**src/rtl/spi_rx_pkg.sv**
```systemverilog
// Shared types and constants for the SPI word receiver.
package spi_rx_pkg;

  typedef enum logic [1:0] {
    IDLE = 2'd0,
    RECV = 2'd1,
    PUSH = 2'd2
  } rx_state_e;

  localparam int WORD_W         = 32;
  localparam int BYTE_W         = 8;
  localparam int BYTES_PER_WORD = 4;

  // Drop a completed byte into its little-endian lane of the word being assembled.
  function automatic logic [WORD_W-1:0] put_lane(input logic [WORD_W-1:0] word,
                                                 input logic [BYTE_W-1:0] data,
                                                 input logic [1:0]        lane);
    logic [WORD_W-1:0] res;
    res = word;
    case (lane)
      2'd0:    res[7:0]   = data;
      2'd1:    res[15:8]  = data;
      2'd2:    res[23:16] = data;
      2'd3:    res[31:24] = data;
      default: res        = word;
    endcase
    return res;
  endfunction

endpackage

```
**src/rtl/spi_rx_fifo.sv**
```systemverilog
// Synchronous word FIFO with wrap-bit pointers and registered full/empty flags.
module spi_rx_fifo #(
  parameter int WORD_W     = 32,
  parameter int FIFO_DEPTH = 8
) (
  input  logic              clk_i,
  input  logic              rst_ni,
  input  logic              wr_en_i,
  input  logic [WORD_W-1:0] wr_data_i,
  input  logic              rd_en_i,
  output logic [WORD_W-1:0] rd_data_o,
  output logic              full_o,
  output logic              empty_o
);

  localparam int PTR_W = $clog2(FIFO_DEPTH);

  logic [WORD_W-1:0] mem_q [FIFO_DEPTH];
  logic [PTR_W:0]    wr_ptr_q, wr_ptr_d;
  logic [PTR_W:0]    rd_ptr_q, rd_ptr_d;
  logic              full_q, full_d;
  logic              empty_q, empty_d;
  logic              rd_acc;
  logic              wr_acc;

  // A pop while full frees the slot the simultaneous push lands in.
  always_comb begin
    rd_acc   = rd_en_i && !empty_q;
    wr_acc   = wr_en_i && (!full_q || rd_acc);
    wr_ptr_d = wr_acc ? (wr_ptr_q + {{PTR_W{1'b0}}, 1'b1}) : wr_ptr_q;
    rd_ptr_d = rd_acc ? (rd_ptr_q + {{PTR_W{1'b0}}, 1'b1}) : rd_ptr_q;
    empty_d  = (wr_ptr_d == rd_ptr_d);
    full_d   = (wr_ptr_d[PTR_W] != rd_ptr_d[PTR_W]) &&
               (wr_ptr_d[PTR_W-1:0] == rd_ptr_d[PTR_W-1:0]);
  end

  always_ff @(posedge clk_i or negedge rst_ni) begin
    if (!rst_ni) begin
      wr_ptr_q <= '0;
      rd_ptr_q <= '0;
      full_q   <= 1'b0;
      empty_q  <= 1'b1;
    end else begin
      wr_ptr_q <= wr_ptr_d;
      rd_ptr_q <= rd_ptr_d;
      full_q   <= full_d;
      empty_q  <= empty_d;
    end
  end

  always_ff @(posedge clk_i) begin
    if (wr_acc) begin
      mem_q[wr_ptr_q[PTR_W-1:0]] <= wr_data_i;
    end
  end

  assign rd_data_o = mem_q[rd_ptr_q[PTR_W-1:0]];
  assign full_o    = full_q;
  assign empty_o   = empty_q;

endmodule

```
**src/rtl/spi_word_rx.sv**
```systemverilog
// SPI mode-0 slave receiver: bytes MSB-first, packed little-endian into 32-bit words, FIFO buffered.
// Optional SPI_RX_WORD_CNT_EN adds word_cnt_o, a saturating count of words accepted into the FIFO.
module spi_word_rx
  import spi_rx_pkg::*;
#(
  parameter int FIFO_DEPTH  = 8,
  parameter int SYNC_STAGES = 2
) (
  input  logic              clk_sys_i,
  input  logic              rst_sys_ni,
  input  logic              sck_i,
  input  logic              mosi_i,
  input  logic              ss_ni,
  input  logic              rd_en_i,
  output logic [WORD_W-1:0] data_o,
  output logic              rx_ack_o,
  output logic              empty_o,
  output logic              ss_o,
  output logic              overflow_o,
  output logic              frame_err_o
`ifdef SPI_RX_WORD_CNT_EN
  ,
  output logic [15:0]       word_cnt_o
`endif
);

  logic [SYNC_STAGES-1:0] sck_sync_q;
  logic [SYNC_STAGES-1:0] mosi_sync_q;
  logic [SYNC_STAGES-1:0] ss_sync_q;
  logic                   sck_prev_q;
  logic                   sck_s;
  logic                   mosi_s;
  logic                   ss_s;
  logic                   sck_rise;

  rx_state_e              state_q, state_d;
  logic [2:0]             bit_cnt_q, bit_cnt_d;
  logic [1:0]             byte_cnt_q, byte_cnt_d;
  logic [BYTE_W-1:0]      shift_q, shift_d;
  logic [WORD_W-1:0]      word_q, word_d;
  logic [BYTE_W-1:0]      byte_next;
  logic                   push;
  logic                   frame_err_d;

  logic [WORD_W-1:0]      fifo_rdata;
  logic                   fifo_full;
  logic                   fifo_empty;
  logic                   pop;
  logic                   push_ok;
  logic                   push_drop;

  logic [WORD_W-1:0]      data_q;
  logic                   rx_ack_q;
  logic                   overflow_q;
  logic                   frame_err_q;

  // SS resets to the deselected level so a reset never looks like a frame start.
  always_ff @(posedge clk_sys_i or negedge rst_sys_ni) begin
    if (!rst_sys_ni) begin
      sck_sync_q  <= '0;
      mosi_sync_q <= '0;
      ss_sync_q   <= '1;
      sck_prev_q  <= 1'b0;
    end else begin
      sck_sync_q  <= {sck_sync_q[SYNC_STAGES-2:0], sck_i};
      mosi_sync_q <= {mosi_sync_q[SYNC_STAGES-2:0], mosi_i};
      ss_sync_q   <= {ss_sync_q[SYNC_STAGES-2:0], ss_ni};
      sck_prev_q  <= sck_sync_q[SYNC_STAGES-1];
    end
  end

  assign sck_s    = sck_sync_q[SYNC_STAGES-1];
  assign mosi_s   = mosi_sync_q[SYNC_STAGES-1];
  assign ss_s     = ss_sync_q[SYNC_STAGES-1];
  assign sck_rise = sck_s && !sck_prev_q;

  always_comb begin
    state_d     = state_q;
    bit_cnt_d   = bit_cnt_q;
    byte_cnt_d  = byte_cnt_q;
    shift_d     = shift_q;
    word_d      = word_q;
    frame_err_d = 1'b0;
    push        = 1'b0;
    byte_next   = {shift_q[BYTE_W-2:0], mosi_s};
    case (state_q)
      IDLE: begin
        bit_cnt_d  = 3'd0;
        byte_cnt_d = 2'd0;
        shift_d    = '0;
        word_d     = '0;
        if (!ss_s) begin
          state_d = RECV;
        end else begin
          state_d = IDLE;
        end
      end
      RECV: begin
        if (ss_s) begin
          state_d     = IDLE;
          frame_err_d = (bit_cnt_q != 3'd0) || (byte_cnt_q != 2'd0);
          bit_cnt_d   = 3'd0;
          byte_cnt_d  = 2'd0;
          shift_d     = '0;
          word_d      = '0;
        end else if (sck_rise) begin
          shift_d = byte_next;
          if (bit_cnt_q == 3'd7) begin
            bit_cnt_d = 3'd0;
            word_d    = put_lane(word_q, byte_next, byte_cnt_q);
            if (byte_cnt_q == 2'(BYTES_PER_WORD - 1)) begin
              byte_cnt_d = 2'd0;
              state_d    = PUSH;
            end else begin
              byte_cnt_d = byte_cnt_q + 2'd1;
            end
          end else begin
            bit_cnt_d = bit_cnt_q + 3'd1;
          end
        end else begin
          state_d = RECV;
        end
      end
      PUSH: begin
        push   = 1'b1;
        word_d = '0;
        if (ss_s) begin
          state_d = IDLE;
        end else begin
          state_d = RECV;
        end
      end
      default: begin
        state_d    = IDLE;
        bit_cnt_d  = 3'd0;
        byte_cnt_d = 2'd0;
        shift_d    = '0;
        word_d     = '0;
      end
    endcase
  end

  always_ff @(posedge clk_sys_i or negedge rst_sys_ni) begin
    if (!rst_sys_ni) begin
      state_q    <= IDLE;
      bit_cnt_q  <= 3'd0;
      byte_cnt_q <= 2'd0;
      shift_q    <= '0;
      word_q     <= '0;
    end else begin
      state_q    <= state_d;
      bit_cnt_q  <= bit_cnt_d;
      byte_cnt_q <= byte_cnt_d;
      shift_q    <= shift_d;
      word_q     <= word_d;
    end
  end

  // A pop in the same cycle as a push into a full FIFO makes room for it.
  assign pop       = rd_en_i && !fifo_empty;
  assign push_ok   = push && (!fifo_full || pop);
  assign push_drop = push && fifo_full && !pop;

  spi_rx_fifo #(
    .WORD_W     (WORD_W),
    .FIFO_DEPTH (FIFO_DEPTH)
  ) u_fifo (
    .clk_i     (clk_sys_i),
    .rst_ni    (rst_sys_ni),
    .wr_en_i   (push),
    .wr_data_i (word_q),
    .rd_en_i   (rd_en_i),
    .rd_data_o (fifo_rdata),
    .full_o    (fifo_full),
    .empty_o   (fifo_empty)
  );

  always_ff @(posedge clk_sys_i or negedge rst_sys_ni) begin
    if (!rst_sys_ni) begin
      data_q      <= '0;
      rx_ack_q    <= 1'b0;
      overflow_q  <= 1'b0;
      frame_err_q <= 1'b0;
    end else begin
      data_q      <= pop ? fifo_rdata : data_q;
      rx_ack_q    <= pop;
      overflow_q  <= overflow_q || push_drop;
      frame_err_q <= frame_err_d;
    end
  end

  assign data_o      = data_q;
  assign rx_ack_o    = rx_ack_q;
  assign empty_o     = fifo_empty;
  assign ss_o        = ss_s;
  assign overflow_o  = overflow_q;
  assign frame_err_o = frame_err_q;

`ifdef SPI_RX_WORD_CNT_EN
  logic [15:0] word_cnt_q;

  always_ff @(posedge clk_sys_i or negedge rst_sys_ni) begin
    if (!rst_sys_ni) begin
      word_cnt_q <= 16'd0;
    end else if (push_ok && (word_cnt_q != 16'hFFFF)) begin
      word_cnt_q <= word_cnt_q + 16'd1;
    end else begin
      word_cnt_q <= word_cnt_q;
    end
  end

  assign word_cnt_o = word_cnt_q;
`endif

endmodule
```
**config.mk**
```make
export PLATFORM = sky130hd
export DESIGN_NAME = spi_word_rx
export DESIGN_NICKNAME = d
export VERILOG_FILES = /design/src/rtl/spi_rx_pkg.sv /design/src/rtl/spi_rx_fifo.sv /design/src/rtl/spi_word_rx.sv
export SDC_FILE = /design/constraint.sdc
export NUM_CORES = 1
export LEC_CHECK = 0
export CAP_MARGIN = 20
export CORE_AREA = 2 2 234 236
export DETAILED_ROUTE_END_ITERATION = 8
export DIE_AREA = 0 0 236 238
export GPL_ROUTABILITY_DRIVEN = 0
export PLACE_DENSITY = 0.46
export SLEW_MARGIN = 10
export SYNTH_ARGS = -nofsm -noshare
export SYNTH_HDL_FRONTEND = slang
export SYNTH_SLANG_ARGS = --single-unit
```
**constraint.sdc**
```tcl
create_clock -name clk_sys_i -period 5.74 [get_ports clk_sys_i]
set_input_delay 1.148 -clock clk_sys_i [delete_from_list [all_inputs] [get_ports clk_sys_i]]
set_output_delay 1.148 -clock clk_sys_i [all_outputs]
set_load 0.005 [all_outputs]
```
Word-level counts from Yosys, hierarchy flattened
Memory sizes are Yosys's and may differ from the RTL's. A register that Yosys moved wholly into a read port is not among the register bits.
Cells that the tools add are included.

storage, ports and cells
  logic and storage cells = 101
  output and inout bits = 37
  RAM bits = 256
  memories kept = 1
  register bits after elaboration = 66

memory list
  name          depth  bits a word  read ports  clocked after memory_dff  wr ports  line               source
  u_fifo.mem_q  8      32           1           1                         1         spi_rx_fifo.sv:18  logic [WORD_W-1:0] mem_q [FIFO_DEPTH];

operators by class
  add/subtract/negate cells = 4
  equal/unequal tests = 17
  bitwise operators = 1
  mux-type cells = 33
  reductions and logical operators = 26

operator list
  cell                 count
  $mux 32              4
  $mux 8               4
  $mux 2               8
  $reduce_and 3->1     5
  $mux 7               2
  $pmux 7 s2           1
  $mux 3               3
  $ne 3x2->1 const B   3
  $ne 3x3->1 const B   3
  $add 4x1->4 const B  2
  $mux 4               2
  $ne 4x4->1 const B   2
  $pmux 2 s2           2
  $eq 2x2->1 const B   3
  $logic_and 1x1->1    6
  $mux 1               6
  $pmux 3 s2           1
  $logic_not 1->1      5
  $eq 2x1->1 const B   2
  $eq 4x4->1           1
  $logic_not 2->1      2
  $reduce_and 2->1     2
  $add 3x1->3 const B  1
  $eq 3x3->1           1
  other kinds (8)      10

Longest topological paths before layout
  word-level depth = 7
  depth in mapped cells = 8
  mapped depth without buffers = 6

Modules after synthesis
Synthesis repeated with hierarchy kept, for this count alone.

second synthesis, totals
  cell total of the unflattened synthesis = 724
  area, all modules = 13799.5 um^2

modules (own cells, without submodules)
  module       area each (um^2)  times used  cells each
  spi_rx_fifo  10236.1           1           433
  spi_word_rx  3563.4            1           291

Worst setup path after synthesis
OpenSTA, ideal clock, no wires.

  kind = input-to-reg
  start point = input port rd_en_i
  end point = memory u_fifo.mem_q[2][0] (enable)
  path buffers = 1
  setup slack = 1050 ps
  stages = 5
  arrival time = 4222 ps
  data required time = 5272 ps
  cells stage by stage = nand2b_4 buf_6 a21oi_1 nand2_1 nor3b_1

between the ends
  longest elaborated chain between the ends = 5

ends and longest elaborated chain
  what                          line               source
  start, declared               spi_word_rx.sv:14  input logic rd_en_i,
  $logic_and 1x1->1             spi_rx_fifo.sv:28  rd_acc = rd_en_i && !empty_q;
  $logic_or 1x1->1              spi_rx_fifo.sv:29  wr_acc = wr_en_i && (!full_q || rd_acc);
  $logic_and 1x1->1             n/a
  $mux 1                        spi_rx_fifo.sv:52  if (wr_acc) begin
  $mux 1 (not written as such)  spi_rx_fifo.sv:53  mem_q[wr_ptr_q[PTR_W-1:0]] <= wr_data_i;
  end, declared                 spi_rx_fifo.sv:18

Every way passes these cells.

Worst setup path after layout
  start point = input port rd_en_i
  end point = memory u_fifo.mem_q[6][24] (enable)

Same word-level chain as after synthesis.

==> summary.md <==
| Metric | Value |
|---|---|
| Max cap viols | 0 |
| Crit Reg-Reg Startpoint | u_fifo.empty_o |
| Final clock skew | 15.7 ps |
| Initial core utilization | 0.249 |
| CTS tree | done |
| Worst EP required | 5920 ps |
| First-pass GRT wire length | roughly 43,000 um |
| Crit end category | flop |
| Core Box Area | roughly 53,000 um2 |
| Port Buffers | between 40 and 50 |
| Utilization after layout | 0.297 |
| Crit path cell chain | clkdlybuf4s50_1 -> nand2b_4 -> a21oi_1 -> nand2_1 -> nor2_4 -> buf_4 |
| #FFs+latches synth | 354 |
| Worst min path class | flop to flop |
| Vias | between 6,000 and 7,000 |
| Max-slew violations | 0 |
| Synthesized area | about 13,000 um2 |
| Worst ir drop on vdd | roughly 0.0002 V |
| DRC Markers | 0 |
| Antenna Cells | 0 |
| Syn nets | 732 |
| CP peak stage delay | between 500 and 600 ps |
| H-Tree Depth | 2 |
| Die area | ~56,000 um2 |
| Cells after Synth | between 700 and 800 |
| Critical path data arrival time | ~3900 ps |
| Detailed Place HPWL | 15,500 um |
| Final setup fails | 0 |
| Hold Fails Final Rpt | 0 |
| Clock Latency Late Sink | about 520 ps |
| Syn avg cell area | between 15 and 20 um2 |
| Leading post-synthesis cells by cell area | edfxtp_1, dfrtp_1, mux4_2, nand2_1, mux2i_1 |
| Relative slew slack | 0.342 |
| Root Driver | clkbuf_16 |
| GR Overflow Total | 0 |
| Fin crit period | ~3700 ps |
| Setup crit start kind | input port |
| Fmax | roughly 270 MHz |
| Pre-Repair DR Iteration Count | 4 |
| Worst path top cell family by delay | simple AND/OR/NAND/NOR gates |
| WL/cell | ~18 um |
| Area Growth Syn to Fin | 19.3% |
| Vias in the first global route | roughly 7,000 |
| Layout cells sized above 1 | 0.191 |
| Synthesis Warnings | 0 |
| Crit path launch | rd_en_i |
| Clock Path Buffers | 3 |
| Most frequent cells in the layout | edfxtp_1, nand2_1, dfrtp_1 |
| Initial antenna violation count | 0 |
| Num rows | 85 |
| # IOs | 43 |
| Via/cell ratio | 4.21 |
| Outcome | finished, final reports clean |
| Die Ht | approximately 240 um |
| Setup CP Type | input port to flop |
| Sink Count | between 300 and 400 |
| Largest net degree at the start of global routing | between 70 and 80 |
| CP max FO | 70 |
| Total length of routed wires | around 28,000 um |
| Buf/Inv on CP | 2 |
| Post-synth top area share | 0.576 |
| Unrepaired setup endpoints after global routing | false |
| Post-synth EDFFs | ~260 |
| Power density over the cells | between 400 and 500 nW/um2 |
| Slowest CP cell | a21oi_1 |
| CTS resizes | 0 |
| Global Route Usage Sum | 0.101 |
| # hold bufs at CTS | 0 |
| Most common cell after layout, fill and taps aside | edfxtp_1 |
| Post CTS Setup Buffer Count | 0 |
| TritonCTS Buffers | 39 |
| Worst hold path startpoint | mosi_sync_q[0] |
| Library cells used by synthesis | 40 |
| Die X | 236 um |
| Worst-margin pin slew | approximately 1000 ps |
| Post-synthesis sequential area ratio | 0.761 |
| Top cell type by total area after synthesis | edfxtp_1 |
| Nets | just under 800 |
| Async set-reset flop share out of synthesis | 0.277 |
| Antenna viol nets, final | 0 |
| Setup tns final | 0 ps |
| Initial DRC Count | ~360 |
| Lkg Pwr | roughly 5.6 nW |
| Clock transition at path regs | around 60 ps |
| Period utilization | 0.643 |
| Top FF cell, synth | edfxtp_1 |
-- where the power goes --
part	internal, W	switching [W]
registers	0.00284	0.000222
clock network	0.00148	0.000971
logic	0.000591	0.000449
total	0.00492	0.00164
-- Yosys cell counts (2+ instances only) --
master and instances:
nor3_1 2, a22o_1 8, buf_4 2, mux4_2 64, and2_1 2, edfxtp_1 256
clkbuf_1 13, xnor2_1 6, buf_2 11, nand2_1 96, nor3b_1 5, nor2_1 3
xor2_1 3, dfrtp_1 95, mux2i_1 32, a21oi_1 11, o21ai_0 61, inv_1 7
buf_1 9, dfstp_2 3, ha_1 9
-- final timing paths --
check                                       to  slack [ps]  cells past startpoint
hold / removal                  mosi_sync_q[1]         350                      0
min in group asynchronous           data_o[15]         490                      1
hold reg to reg                 mosi_sync_q[1]         350                      0
setup / recovery           u_fifo.mem_q[6][24]        2050                      6
max in group asynchronous   u_fifo.rd_ptr_q[0]        4180                      3
setup reg to reg           u_fifo.mem_q[6][24]        2720                      5
-- metal layers --
layer / track usage / up-vias / share of wire
met5: 0 / - / 0
met4: 0.0286 / 0 / 0.019
met3: 0.0194 / 35 / 0.041
met2: 0.163 / 110 / 0.47
met1: 0.138 / 3300 / 0.47
li1: - / 2898 / -
-- kinds of logic after synthesis --
family	after synthesis	synth area share
AO/OA/AOI/OAI	86	0.0373
XOR/XNOR	10	0.00760
adder cells (fa/ha/maj)	9	0.00844
buffers and inverters	44	0.0145
flip-flops	354	0.761
multiplexers	97	0.133
AND/OR/NAND/NOR	117	0.0385
-- cell type report --
type / instances / area [um2]
clock buffer: 50 / 1060
fill: 5235 / 37600
tap: 696 / 871
timing repair buffer: 59 / 566
clock inverter: 20 / 198
multi-input combinational: 319 / 3040
inverter: 8 / 30.0
sequential: 354 / 10100
-- state kept, by name (all words and copies together), names as in the netlist --
name             count
data_o              32
ss_sync_q            2
bit_cnt_q            3
word_q              32
overflow_o           1
u_fifo.empty_o       1
state_q              2
sck_sync_q           2
mosi_sync_q          2
u_fifo.wr_ptr_q      4
frame_err_o          1
byte_cnt_q           2
shift_q              7
u_fifo.mem_q       256
u_fifo.full_o        1
sck_prev_q           1
rx_ack_o             1
u_fifo.rd_ptr_q      4
-- metrics by stage --
stage / setup slack (ps) / hold WS, ps / cell area (um2) / std cells / power, W
after floorplan: 1050 / 331 / 13300 / 717 / 0.00375
after global placement: 1480 / 333 / 14600 / 1435 / 0.00422
after detailed placement: 1450 / 335 / 14600 / 1435 / 0.00422
after CTS: 2000 / 348 / 15900 / 1505 / 0.00670
after global routing: 1770 / 363 / 15900 / 1506 / 0.00688
final: 2050 / 347 / 15900 / 1506 / 0.00656
-- worst register-to-register path, cell delays in order, from the launching register on --
cell	delay (ps)
dfstp_2	380
nand2b_4	490
a21oi_1	570
nand2_1	280
nor2_4	530
buf_4	420
Power figures use the tool's default switching activity.
